### src/rtl/uart_axil_bram_bridge_if.sv
// Bus bundle between the CPU-side AXI4-Lite initiator, the bridge, and the
// UART register file BRAM port. The bridge takes the slave view: it is the
// AXI slave and drives the BRAM port. The master view is the opposite side.
interface uart_axil_bram_bridge_if #(
  parameter int AXI_AW  = 5,
  parameter int BRAM_AW = 3
);
  logic [AXI_AW-1:0]  s_awaddr;
  logic               s_awvalid;
  logic               s_awready;
  logic [31:0]        s_wdata;
  logic [3:0]         s_wstrb;
  logic               s_wvalid;
  logic               s_wready;
  logic [1:0]         s_bresp;
  logic               s_bvalid;
  logic               s_bready;
  logic [AXI_AW-1:0]  s_araddr;
  logic               s_arvalid;
  logic               s_arready;
  logic [31:0]        s_rdata;
  logic [1:0]         s_rresp;
  logic               s_rvalid;
  logic               s_rready;
  logic               bram_en;
  logic [BRAM_AW-1:0] bram_addr;
  logic [3:0]         bram_we;
  logic [31:0]        bram_wdata;
  logic [31:0]        bram_rdata;

  modport slave (
    input  s_awaddr, s_awvalid, s_wdata, s_wstrb, s_wvalid, s_bready,
    input  s_araddr, s_arvalid, s_rready, bram_rdata,
    output s_awready, s_wready, s_bresp, s_bvalid,
    output s_arready, s_rdata, s_rresp, s_rvalid,
    output bram_en, bram_addr, bram_we, bram_wdata
  );

  modport master (
    output s_awaddr, s_awvalid, s_wdata, s_wstrb, s_wvalid, s_bready,
    output s_araddr, s_arvalid, s_rready, bram_rdata,
    input  s_awready, s_wready, s_bresp, s_bvalid,
    input  s_arready, s_rdata, s_rresp, s_rvalid,
    input  bram_en, bram_addr, bram_we, bram_wdata
  );
endinterface

### src/rtl/uart_axil_bram_bridge.sv
// AXI4-Lite slave to BRAM-port master bridge for the UART register file.
// One transaction in flight at a time with fixed latency; reads and writes
// that contend in IDLE are granted alternately, a read going first after reset.
module uart_axil_bram_bridge #(
  parameter int AXI_AW  = 5,
  parameter int BRAM_AW = 3
) (
  input  logic                    clk,
  input  logic                    rst,
  uart_axil_bram_bridge_if.slave  bus
);

  typedef enum logic [2:0] {
    IDLE,
    WR_EN,
    WR_RESP,
    RD_EN,
    RD_WAIT,
    RD_RESP
  } state_t;

  state_t             state;
  state_t             state_nxt;
  logic               last_wr;
  logic [BRAM_AW-1:0] addr_q;
  logic [31:0]        wdata_q;
  logic [3:0]         we_q;
  logic [31:0]        rdata_q;

  logic               wr_pend;
  logic               rd_pend;
  logic               grant_wr;
  logic               wr_go;
  logic               rd_go;

  // A write needs AW and W together; under contention the side not served last wins.
  assign wr_pend  = bus.s_awvalid & bus.s_wvalid;
  assign rd_pend  = bus.s_arvalid;
  assign grant_wr = wr_pend & (~rd_pend | ~last_wr);
  assign wr_go    = (state == IDLE) & grant_wr;
  assign rd_go    = (state == IDLE) & rd_pend & ~grant_wr;

  assign bus.s_awready = wr_go;
  assign bus.s_wready  = wr_go;
  assign bus.s_arready = rd_go;

  // Strobes and valids are decoded from the state so they are one-cycle exact;
  // address and write data sit in registers that hold their value when idle.
  assign bus.bram_en    = (state == WR_EN) || (state == RD_EN);
  assign bus.bram_we    = (state == WR_EN) ? we_q : 4'h0;
  assign bus.bram_addr  = addr_q;
  assign bus.bram_wdata = wdata_q;
  assign bus.s_bvalid   = (state == WR_RESP);
  assign bus.s_bresp    = 2'b00;
  assign bus.s_rvalid   = (state == RD_RESP);
  assign bus.s_rdata    = rdata_q;
  assign bus.s_rresp    = 2'b00;

  // State register.
  always_ff @(posedge clk) begin
    if (rst) begin
      state <= IDLE;
    end else begin
      state <= state_nxt;
    end
  end

  // Next-state: fixed walk through the enable/wait cycles, parked on the response until accepted.
  always_comb begin
    state_nxt = state;
    case (state)
      IDLE: begin
        if (wr_go) begin
          state_nxt = WR_EN;
        end else if (rd_go) begin
          state_nxt = RD_EN;
        end
      end
      WR_EN:   state_nxt = WR_RESP;
      WR_RESP: if (bus.s_bready) state_nxt = IDLE;
      RD_EN:   state_nxt = RD_WAIT;
      RD_WAIT: state_nxt = RD_RESP;
      RD_RESP: if (bus.s_rready) state_nxt = IDLE;
      default: state_nxt = IDLE;
    endcase
  end

  // Capture request fields at the grant, the registered BRAM read data in RD_WAIT, and arbitration history.
  always_ff @(posedge clk) begin
    if (rst) begin
      addr_q  <= '0;
      wdata_q <= '0;
      we_q    <= '0;
      rdata_q <= '0;
      last_wr <= 1'b1;
    end else begin
      if (wr_go) begin
        addr_q  <= bus.s_awaddr[AXI_AW-1:2];
        wdata_q <= bus.s_wdata;
        we_q    <= bus.s_wstrb;
        last_wr <= 1'b1;
      end else if (rd_go) begin
        addr_q  <= bus.s_araddr[AXI_AW-1:2];
        last_wr <= 1'b0;
      end
      if (state == RD_WAIT) begin
        rdata_q <= bus.bram_rdata;
      end
    end
  end

endmodule

### src/flat_wrapper.sv
// flat-port wrapper written by rule: the top's interface ports become plain ports
module uart_axil_bram_bridge_flat 
#(
  parameter int AXI_AW  = 5,
  parameter int BRAM_AW = 3
)
  (clk, rst, bus_s_awaddr, bus_s_awvalid, bus_s_wdata, bus_s_wstrb, bus_s_wvalid, bus_s_bready, bus_s_araddr, bus_s_arvalid, bus_s_rready, bus_bram_rdata, bus_s_awready, bus_s_wready, bus_s_bresp, bus_s_bvalid, bus_s_arready, bus_s_rdata, bus_s_rresp, bus_s_rvalid, bus_bram_en, bus_bram_addr, bus_bram_we, bus_bram_wdata);
  uart_axil_bram_bridge_if #(.AXI_AW(AXI_AW), .BRAM_AW(BRAM_AW)) bus_i ();
  input  logic clk;
  input  logic rst;
  input wire logic [$bits(bus_i.s_awaddr)-1:0] bus_s_awaddr;
  input wire logic [$bits(bus_i.s_awvalid)-1:0] bus_s_awvalid;
  input wire logic [$bits(bus_i.s_wdata)-1:0] bus_s_wdata;
  input wire logic [$bits(bus_i.s_wstrb)-1:0] bus_s_wstrb;
  input wire logic [$bits(bus_i.s_wvalid)-1:0] bus_s_wvalid;
  input wire logic [$bits(bus_i.s_bready)-1:0] bus_s_bready;
  input wire logic [$bits(bus_i.s_araddr)-1:0] bus_s_araddr;
  input wire logic [$bits(bus_i.s_arvalid)-1:0] bus_s_arvalid;
  input wire logic [$bits(bus_i.s_rready)-1:0] bus_s_rready;
  input wire logic [$bits(bus_i.bram_rdata)-1:0] bus_bram_rdata;
  output wire logic [$bits(bus_i.s_awready)-1:0] bus_s_awready;
  output wire logic [$bits(bus_i.s_wready)-1:0] bus_s_wready;
  output wire logic [$bits(bus_i.s_bresp)-1:0] bus_s_bresp;
  output wire logic [$bits(bus_i.s_bvalid)-1:0] bus_s_bvalid;
  output wire logic [$bits(bus_i.s_arready)-1:0] bus_s_arready;
  output wire logic [$bits(bus_i.s_rdata)-1:0] bus_s_rdata;
  output wire logic [$bits(bus_i.s_rresp)-1:0] bus_s_rresp;
  output wire logic [$bits(bus_i.s_rvalid)-1:0] bus_s_rvalid;
  output wire logic [$bits(bus_i.bram_en)-1:0] bus_bram_en;
  output wire logic [$bits(bus_i.bram_addr)-1:0] bus_bram_addr;
  output wire logic [$bits(bus_i.bram_we)-1:0] bus_bram_we;
  output wire logic [$bits(bus_i.bram_wdata)-1:0] bus_bram_wdata;
  assign bus_i.s_awaddr = bus_s_awaddr;
  assign bus_i.s_awvalid = bus_s_awvalid;
  assign bus_i.s_wdata = bus_s_wdata;
  assign bus_i.s_wstrb = bus_s_wstrb;
  assign bus_i.s_wvalid = bus_s_wvalid;
  assign bus_i.s_bready = bus_s_bready;
  assign bus_i.s_araddr = bus_s_araddr;
  assign bus_i.s_arvalid = bus_s_arvalid;
  assign bus_i.s_rready = bus_s_rready;
  assign bus_i.bram_rdata = bus_bram_rdata;
  assign bus_s_awready = bus_i.s_awready;
  assign bus_s_wready = bus_i.s_wready;
  assign bus_s_bresp = bus_i.s_bresp;
  assign bus_s_bvalid = bus_i.s_bvalid;
  assign bus_s_arready = bus_i.s_arready;
  assign bus_s_rdata = bus_i.s_rdata;
  assign bus_s_rresp = bus_i.s_rresp;
  assign bus_s_rvalid = bus_i.s_rvalid;
  assign bus_bram_en = bus_i.bram_en;
  assign bus_bram_addr = bus_i.bram_addr;
  assign bus_bram_we = bus_i.bram_we;
  assign bus_bram_wdata = bus_i.bram_wdata;
  uart_axil_bram_bridge #(.AXI_AW(AXI_AW), .BRAM_AW(BRAM_AW)) u_core (.clk(clk), .rst(rst), .bus(bus_i));
endmodule
### config.mk
export PLATFORM = sky130hd
export DESIGN_NAME = uart_axil_bram_bridge_flat
export DESIGN_NICKNAME = d
export VERILOG_FILES = /design/src/rtl/uart_axil_bram_bridge_if.sv /design/src/rtl/uart_axil_bram_bridge.sv /design/src/flat_wrapper.sv
export SDC_FILE = /design/constraint.sdc
export NUM_CORES = 1
export LEC_CHECK = 0
export BUFFER_PORTS_ARGS = -buffer_cell sky130_fd_sc_hd__buf_2
export CAP_MARGIN = 20
export CORE_UTILIZATION = 40
export DETAILED_ROUTE_END_ITERATION = 10
export GPL_TIMING_DRIVEN = 0
export PLACE_DENSITY = 0.83
export RECOVER_POWER = 25
export REMOVE_ABC_BUFFERS = 1
export SLEW_MARGIN = 20
export SYNTH_ARGS = -nofsm -noshare
export SYNTH_HDL_FRONTEND = slang
export SYNTH_SLANG_ARGS = --single-unit
### constraint.sdc
create_clock -name clk -period 1.7 [get_ports clk]
set_input_delay 0.255 -clock clk [delete_from_list [all_inputs] [get_ports clk]]
set_output_delay 0.255 -clock clk [all_outputs]
set_load 0.01 [all_outputs]
Yosys cells after proc, flatten, opt, wreduce, memory -nomap -nowiden:

Cells that the tools add are included.

* register bits after elaboration: 75
* input bits: 85
* output and inout bits: 81

* equality and inequality tests: 8
* mux-type cells: 8
* bitwise gates (word level): 9
* reduce and logical (&&, ||, !) cells: 5

Operator list (number)
* $mux W3: 6
* $pmux W3 S6: 1
* $eq A3 B2 Y1 const B: 2
* $eq A3 B3 Y1 const B: 2
* $and A1 B1 Y1: 5
* $mux W4: 1
* $ne A2 B2 Y1 const B: 2
* $eq A3 B1 Y1 const B: 1
* $logic_not A3 Y1: 1
* $ne A3 B3 Y1 const B: 1
* $not A1 Y1: 3
* $reduce_and A3 Y1: 1
* $reduce_bool A2 Y1: 1
* $reduce_or A2 Y1: 1
* $logic_or A1 B1 Y1: 1
* $or A1 B1 Y1: 1

Longest topological paths before layout:

Gate-level depths: netlist (run 1).

* word-level depth: 8
* mapped depth: 6
* mapped depth without buffers: 3

Least setup slack after synthesis (run 1):

OpenSTA, ideal clock, no wires.

* kind: register to output
* from: register u_core.state[1]
* to: output bus_s_wready
* arrival time: 1.502 ns
* data required time: 1.445 ns
* slack: -0.057 ns
* stages on the path, launching flop included: 6
* buffers on the path: 3
* cell sequence: dfxtp_1 > buf_6 > or3_4 > buf_6 > nor3_1 > buf_4

* word-level cells in the longest chain between the ends: 2

RTL lines
* start: declaration: line uart_axil_bram_bridge.sv:22 `state_t state;`
* start signal: assignment: line uart_axil_bram_bridge.sv:64 `state <= state_nxt;`
* $logic_not A3 Y1: line uart_axil_bram_bridge.sv:40 `assign wr_go = (state == IDLE) & grant_wr;`
* $and A1 B1 Y1: line uart_axil_bram_bridge.sv:40
* end: declaration: line flat_wrapper.sv:22 `output wire logic [$bits(bus_i.s_wready)-1:0] bus_s_wready;`

No other way between the ends.

Worst setup path in the final report (run 1):

* from: register u_core.state[0]
* to: output bus_s_awready

* word-level cells in the longest chain between the ends: 2

RTL lines
* $logic_not A3 Y1: line uart_axil_bram_bridge.sv:40
* $and A1 B1 Y1: line uart_axil_bram_bridge.sv:40
* end: declaration: line flat_wrapper.sv:21 `output wire logic [$bits(bus_i.s_awready)-1:0] bus_s_awready;`

No other way between the ends.

==> results of run 1 <==
-- layout by cell type, fill, tap and decap left out, types with 2 or more instances in the layout --
master | netlist | final
a41oi_1 | 3 | 3
nor3_1 | 3 | 2
clkinv_4 | 0 | 2
nand2_4 | 0 | 2
buf_6 | 7 | 2
o31ai_1 | 36 | 36
nor2_1 | 2 | 2
o211ai_1 | 2 | 2
nand4_1 | 36 | 36
dfxtp_4 | 0 | 3
o221a_2 | 3 | 3
clkbuf_8 | 0 | 9
nand2_1 | 67 | 65
or3_4 | 1 | 2
nor3_4 | 0 | 2
buf_2 | 7 | 156
inv_1 | 5 | 5
bufinv_16 | 0 | 2
and2_2 | 0 | 2
conb_1 | 1 | 4
dfxtp_1 | 75 | 72
a21oi_1 | 71 | 71
buf_4 | 7 | 16
and2_1 | 6 | 4
-- what timing repair did --
| action | in CTS | in global routing |
|---|---|---|
| setup endpoints to repair | 65 | 27 |
| cloned | 2 | 0 |
| setup buffers | 9 | 7 |
| resized for setup | 11 | 4 |
| pin swaps | 5 | 3 |
-- routing by layer --
layer	track usage (%)	wire, um	up-vias
met1	27.2	4150	1583
met3	7.58	657	6
met2	40.5	4640	142
li1	-	-	1608
met4	5.78	80	0
met5	0	0	-
-- power breakdown --
| part | total, uW | leakage [uW] | internal, uW | switching (uW) |
|---|---|---|---|---|
| Clock | 1490 | 0.000106 | 830 | 655 |
| Sequential | 1870 | 0.000610 | 1830 | 47.8 |
| Combinational | 736 | 0.00116 | 278 | 458 |
| Total | 4090 | 0.00187 | 2930 | 1160 |
-- state kept, by name, summed over array words and instances (netlist names) --
signal                 count
u_core.bus.bram_wdata     32
u_core.last_wr             1
u_core.state               3
u_core.bus.bram_addr       3
u_core.we_q                4
u_core.bus.s_rdata        32
-- area by class of cell --
class	instances	area (um2)
fillers	683	3170
flip-flops and latches	75	1510
multi-input cells	247	1420
repair buffers	175	938
clock buffers	10	128
well taps	99	124
clock inverters	6	90.1
inverters	5	18.8
-- cell families after synthesis --
kind of cell	after synthesis	share of synthesized area, %
and+or+nand+nor	122	19.4
buffers and inverters	52	9.04
other	1	0.120
AOI/OAI and AO/OA	119	23.4
DFF	75	48.0
-- cell usage after synthesis (3+ instances only) --
library cell / n
a41oi_1: 3
dfxtp_1: 75
nand2_1: 67
buf_4: 7
buf_2: 7
buf_6: 7
o31ai_1: 36
nand4_1: 36
inv_1: 5
a21oi_1: 71
nor3_1: 3
buf_1: 3
o221a_2: 3
clkbuf_1: 23
and2_1: 6
-- worst max-delay path, stage by stage, from the launching register on --
cell     delay (ps)
dfxtp_4         360
or3_4           410
nor3_4          150
buf_2           170
-- worst max-delay path by stage --
stage | start | depth (start not counted) | slack [ps] | end
3_3_place_gp | u_core.state[0] | 3 | -1560 | u_core.bus.bram_addr[0]
4_1_cts | u_core.state[0] | 3 | -8 | bus_s_wready
6_report | u_core.state[0] | 3 | 20 | bus_s_awready
2_1_floorplan | u_core.state[0] | 3 | -760 | u_core.bus.bram_addr[0]
3_5_place_dp | u_core.state[0] | 4 | -240 | bus_s_arready
5_1_grt | u_core.state[0] | 3 | -50 | bus_s_wready
-- metrics by stage --
step / setup WS (ps) / util [%] / hold WS, ps / setup TNS [ps] / cells
floorplan: -759 / - / 324 / -17350 / 325
global placement: -1560 / 51.1 / 438 / -61540 / 581
detailed placement: -241 / 51.7 / 444 / -2590 / 583
CTS: -7.73 / 56.3 / 128 / -14.9 / 610
global route: -50.8 / 57.2 / 125 / -122 / 617
finish: 17.6 / 57.2 / 142 / 0 / 617
==> metrics.csv, run 1 <==
stage,metric,value,unit
critical_path,cp_data_required_time,1440,ps
outcome,status,finished clean,
power,power,4090,uW
floorplan,start_util,42.2,%
floorplan,row_count,31,
global_routing,grt_pass1_wl,15.3,mm
synthesis,synth_area_leaders,"dfxtp_1 48%, a21oi_1 11%, o31ai_1 8.6%",
placement,hpwl,5.56,mm
cts,path_clk_slew,80,ps
layout,final_nets,598,
critical_path,r2r_cells,6,
timing,slew_violations,0,
power,p_leak,0.00187,uW
cts,clock-sinks,75,
cts,htreeDepth,3,
cts,tritoncts,yes,
synthesis,synth.top_cell.area_share,48.0,%
placement,dpl-instance-area,0.00383,mm2
critical_path,worst_setup_path_end_kind,primary output,
floorplan,fp.dieH,90.4,um
placement,port_buffers,157,
cts,ctsHoldBuffers,0,
min_path,hold_path.startpoint,bus_bram_rdata[0],
synthesis,synth_flop_cell,dfxtp_1,
timing,fmax,594,MHz
synthesis,ys_async_sr_fraction,0,%
detailed_routing,drc,0,
global_routing,antenna_found_initial,0,
global_routing,overflow,0,
synthesis,ys_ff_latch,75,
cts,clk_root_buffer_cell,clkbuf_8,
detailed_routing,post_drt_wl_per_cell,15.4,um
global_routing,grtUsageTotal,23.1,%
synthesis,yosys_warnings,0,
timing,tightestPinTransition,788,ps
detailed_routing,drtPass1Iterations,4,
synthesis,synth_edf_count,0,
power,power.density,967,mW/mm2
timing,finClkSkew,12.9,ps
layout,antenna_cells,0,
critical_path,ff2ff_setup_slack,90,ps
timing,period_needed,1680,ps
critical_path,crit_type,reg -> out,
floorplan,die_area,0.00818,mm2
global_routing,grt_pass1_vias,3184,
flow_run,drv_cap,0,
layout,fin_area,0.00424,mm2
global_routing,grt_max_degree,76,
layout,syn_to_final_growth,35.4,%
detailed_routing,finalWirelength,9.53,mm
synthesis,synthesis.area,0.00313,mm2
critical_path,start_kind,flop,
floorplan,fp.dieW,90.4,um
detailed_routing,ant_nets,0,
timing,hold_viol_final,0,
cts,clk_path_buf_depth,2,
placement,place_congestion,0.746,
timing,period_share,99.0,%
detailed_routing,vias_per_cell,5.41,
floorplan,ios,166,
critical_path,path_max_fanout,4,
critical_path,timing.rr.start,u_core.state[2],
detailed_routing,drt_iter0_drc,131,
critical_path,cp.arrival,1430,ps
synthesis,ys_types,29,
min_path,hold_depth,3,
layout,drive_gt1_share,40.2,%
detailed_routing,vias,3339,
cts,worstSkewPairLatency,340,ps
min_path,worstHoldPathType,in -> reg,
timing,rsz0062_at_grt,true,
power,vdd_drop_max,407,uV
synthesis,synth_area_per_cell,8.48,um2
synthesis,syn_inst,369,
critical_path,rr_endpoint,u_core.bus.bram_wdata[1],
cts,cts_buffers,9,
timing,setup_viol,0,
timing,max_slew_margin,47.5,%
floorplan,core_area,0.00741,mm2
synthesis,yosysSeqAreaShare,48.0,%
min_path,worstHoldEndpoint,u_core.bus.s_rdata[0],
synthesis,yosysTopAreaCell,dfxtp_1,
Note: power is estimated with default switching activity, not from simulation.
==> inputs of run 2 (changes only) <==
- ABC_AREA: default -> 1
- CORE_MARGIN: default -> 2
- PLACE_DENSITY: 0.83 -> 0.85
==> run 2 against run 1 <==
Net effect: sequential power up 24%; first-iteration DRC count down 29%; core utilization down 0.70 points; clock power down 19%; hold slack worse by 6.8 ps; worst setup slack better by 30 ps; synthesized cell count up 3.8%; cell count up 3.1%; design area down 7.9%; routed wire length down 17%; sequential cell count unchanged; largest power group unchanged.
==> metrics.csv, run 2 <==
stage,metric,value,unit,change
synthesis,ys_types,21,,was 29
cts,clk_path_buf_depth,2,,unchanged
synthesis,synth_common_cells,"136 x nor2_1, 75 x dfxtp_1, 70 x o21ai_0",,"was 75 x dfxtp_1, 71 x a21oi_1, 67 x nand2_1"
synthesis,yosysSeqAreaShare,51.9,%,was 48.0%
synthesis,synth_area_leaders,"dfxtp_1 52%, nor2_1 18%, o21ai_0 12%",,"was dfxtp_1 48%, a21oi_1 11%, o31ai_1 8.6%"
critical_path,max_stage_delay,380,ps,was 410 ps
synthesis,synth.top_cell.area_share,51.9,%,was 48.0%
cts,htreeDepth,3,,unchanged
outcome,status,finished clean,,unchanged
min_path,worstHoldPathType,in -> reg,,unchanged
floorplan,row_count,30,,was 31
global_routing,grtUsageTotal,19.2,%,was 23.1%
critical_path,path_cells,inv_4 -> nand2_4 -> nor2_4 -> nand3_4 -> inv_1 -> buf_2,,was or3_4 -> nor3_4 -> buf_2
global_routing,antenna_found_initial,0,,unchanged
timing,slew_violations,0,,unchanged
detailed_routing,drc,0,,unchanged
flow_run,drv_cap,0,,unchanged
global_routing,grt_use_met2,34.8,%,was 40.5%
detailed_routing,vias_per_cell,4.68,,was 5.41
layout,final_nets,620,,was 598
placement,dp.cells,613,,was 583
global_routing,grt_max_degree,48,,was 76
global_routing,grt_pass1_wl,11.9,mm,was 15.3 mm
layout,mostFrequentLayoutCell,nor2_1,,was buf_2
global_routing,grtUsageMet1,20.8,%,was 27.2%
placement,place_congestion,0.699,,was 0.746
layout,antenna_cells,0,,unchanged
detailed_routing,drt_iter0_drc,93,,was 131
cts,cts_buffers,9,,unchanged
synthesis,ys_async_sr_fraction,0,%,unchanged
global_routing,top_usage_layer,met2,,unchanged
timing,hold_viol_final,0,,unchanged
layout,final_cell_mix,"135 x nor2_1, 121 x buf_2, 72 x dfxtp_1",,"was 156 x buf_2, 72 x dfxtp_1, 71 x a21oi_1"
global_routing,grt_pass1_vias,2727,,"was 3,184"
layout,utilization,56.5,%,was 57.2%
cts,tritoncts,yes,,unchanged
global_routing,use_met3,7.02,%,was 7.58%
power,combPwrFrac,32.7,%,was 18.0%
power,power,5230,uW,was 4090 uW
timing,finClkSkew,10.4,ps,was 12.9 ps
floorplan,core_area,0.00691,mm2,was 0.00741 mm2
floorplan,fp.dieW,89.0,um,was 90.4 um
timing,rsz0062_at_grt,true,,unchanged
power,p_switching,1950,uW,was 1160 uW
detailed_routing,drtPass1Iterations,4,,unchanged
cts,ctsHoldBuffers,0,,unchanged
placement,hpwl,5.11,mm,was 5.56 mm
timing,period_needed,1650,ps,was 1680 ps
power,p_int,3280,uW,was 2930 uW
cts,worstSkewPairLatency,340,ps,about the same
critical_path,crit_slowest_cell,dfxtp_4,,was or3_4
global_routing,overflow,0,,unchanged
cts,path_clk_slew,80,ps,about the same
layout,syn_to_final_growth,34.9,%,was 35.4%
critical_path,worst_setup_path_end_kind,primary output,,unchanged
cts,clk_root_buffer_cell,clkbuf_8,,unchanged
floorplan,start_util,41.9,%,was 42.2%
cts,clock-sinks,75,,unchanged
floorplan,ios,166,,unchanged
layout,nFillCells,663,,was 683
synthesis,yosys_warnings,0,,unchanged
power,power_frac_clock,22.9,%,was 36.3%
layout,drive_gt1_share,31.5,%,was 40.2%
layout,final_cells,636,,was 617
placement,port_buffers,157,,unchanged
critical_path,crit_family,simple AND/OR/NAND/NOR gates,,unchanged
power,swShare,37.3,%,was 28.4%
power,seqPwrFrac,44.3,%,was 45.7%
power,p_leak,0.00188,uW,was 0.00187 uW
detailed_routing,finalWirelength,7.93,mm,was 9.53 mm
detailed_routing,post_drt_wl_per_cell,12.5,um,was 15.4 um
critical_path,cp.arrival,1400,ps,was 1430 ps
detailed_routing,vias,2977,,"was 3,339"
critical_path,start_kind,flop,,unchanged
critical_path,critical_path_buf_inv_count,3,,was 1
synthesis,synth_edf_count,0,,unchanged
floorplan,die_area,0.00792,mm2,was 0.00818 mm2
timing,timing.final.ws_setup,47.9,ps,was 17.6 ps
synthesis,synthesis.area,0.00289,mm2,was 0.00313 mm2
critical_path,cp_data_required_time,1440,ps,about the same
timing,period_share,97.2,%,was 99.0%
critical_path,path_max_fanout,6,,was 4
synthesis,synth_flop_cell,dfxtp_1,,unchanged
synthesis,yosysTopAreaCell,dfxtp_1,,unchanged
synthesis,ys_ff_latch,75,,unchanged
synthesis,syn_inst,383,,was 369
power,vdd_drop_max,641,uV,was 407 uV
synthesis,synth_area_per_cell,7.55,um2,was 8.48 um2
critical_path,crit_type,reg -> out,,unchanged
detailed_routing,ant_nets,0,,unchanged
timing,setup_viol,0,,unchanged
placement,pre_cts_slack,-737,ps,was -241 ps
synthesis,synthMostInstantiatedCell,nor2_1,,was dfxtp_1
timing,fmax,605,MHz,was 594 MHz
power,power.density,1340,mW/mm2,was 967 mW/mm2
floorplan,fp.dieH,89.0,um,was 90.4 um
==> run 2: changes by cell type in the layout (fill, tap and decap cells not counted), sizes merged, moves of 44 or more <==
cell,delta
nand2,-44
o21ai,+70
a21oi,-63
nor2,+147
buf,-48
==> run 2: timing repair <==
item	in CTS	in global routing
hold endpoints to repair	0	0
gates resized for setup	5	12
setup buffers	4	1
endpoints found under the setup margin	35	60
gates cloned	2	0
pin swaps	1	1
==> run 2: through the flow <==
stage                     setup TNS (ps)  hold slack [ps]  area (um2)
final                                  0              135        3900
after global routing               -43.4              117        3900
after CTS                          -11.9              123        3890
after detailed placement          -21490              444        3660
after global placement            -35880              440        3640
after floorplan                     -153              383        2740
==> run 2: final timing paths <==
check / slack, ps / endpoint / start / depth (start not counted)
setup / recovery: 50 / bus_s_arready / u_core.state[1] / 6
hold / removal: 130 / u_core.bus.bram_wdata[29] / bus_s_wdata[29] / 3
setup reg to reg: 220 / u_core.we_q[1] / u_core.last_wr / 6
hold reg to reg: 450 / u_core.we_q[0] / u_core.we_q[0] / 2
==> run 2: final cells by class <==
type / count / area [um2] / share of cell area (%)
clock inverter: 6 / 41.3 / 1.06
timing repair inverter: 1 / 7.51 / 0.192
inverter: 20 / 82.6 / 2.12
sequential: 75 / 1510 / 38.7
tap: 96 / 120 / 3.08
timing repair buffer: 163 / 798 / 20.5
multi-input combinational: 265 / 1210 / 31.2
clock buffer: 10 / 128 / 3.27
==> run 2: power by group through the flow <==
stage | registers (uW) | clock network (uW) | logic (uW)
2_1_floorplan | 2450 | 0 | 802
3_3_place_gp | 2300 | 0 | 1510
3_5_place_dp | 2320 | 0 | 1570
4_1_cts | 2280 | 1220 | 1650
5_1_grt | 2360 | 1300 | 1940
6_report | 2320 | 1200 | 1710
==> run 2: tightest hold or removal path: stages <==
cell and delay (ps):
buf_2 70, nor2_1 30, nor2_1 80
==> run 2: cells by family after synthesis <==
family / synth area share, %
compound gates: 13.8
buf+inv: 8.35
flops: 51.9
other cells: 0.130
simple gates: 25.8
==> run 2: layer usage <==
metal / up-vias / part of all wire [%]
met2: 156 / 46
li1: 1504 / -
met4: 0 / 0.57
met1: 1313 / 43
met5: - / 0
met3: 4 / 11
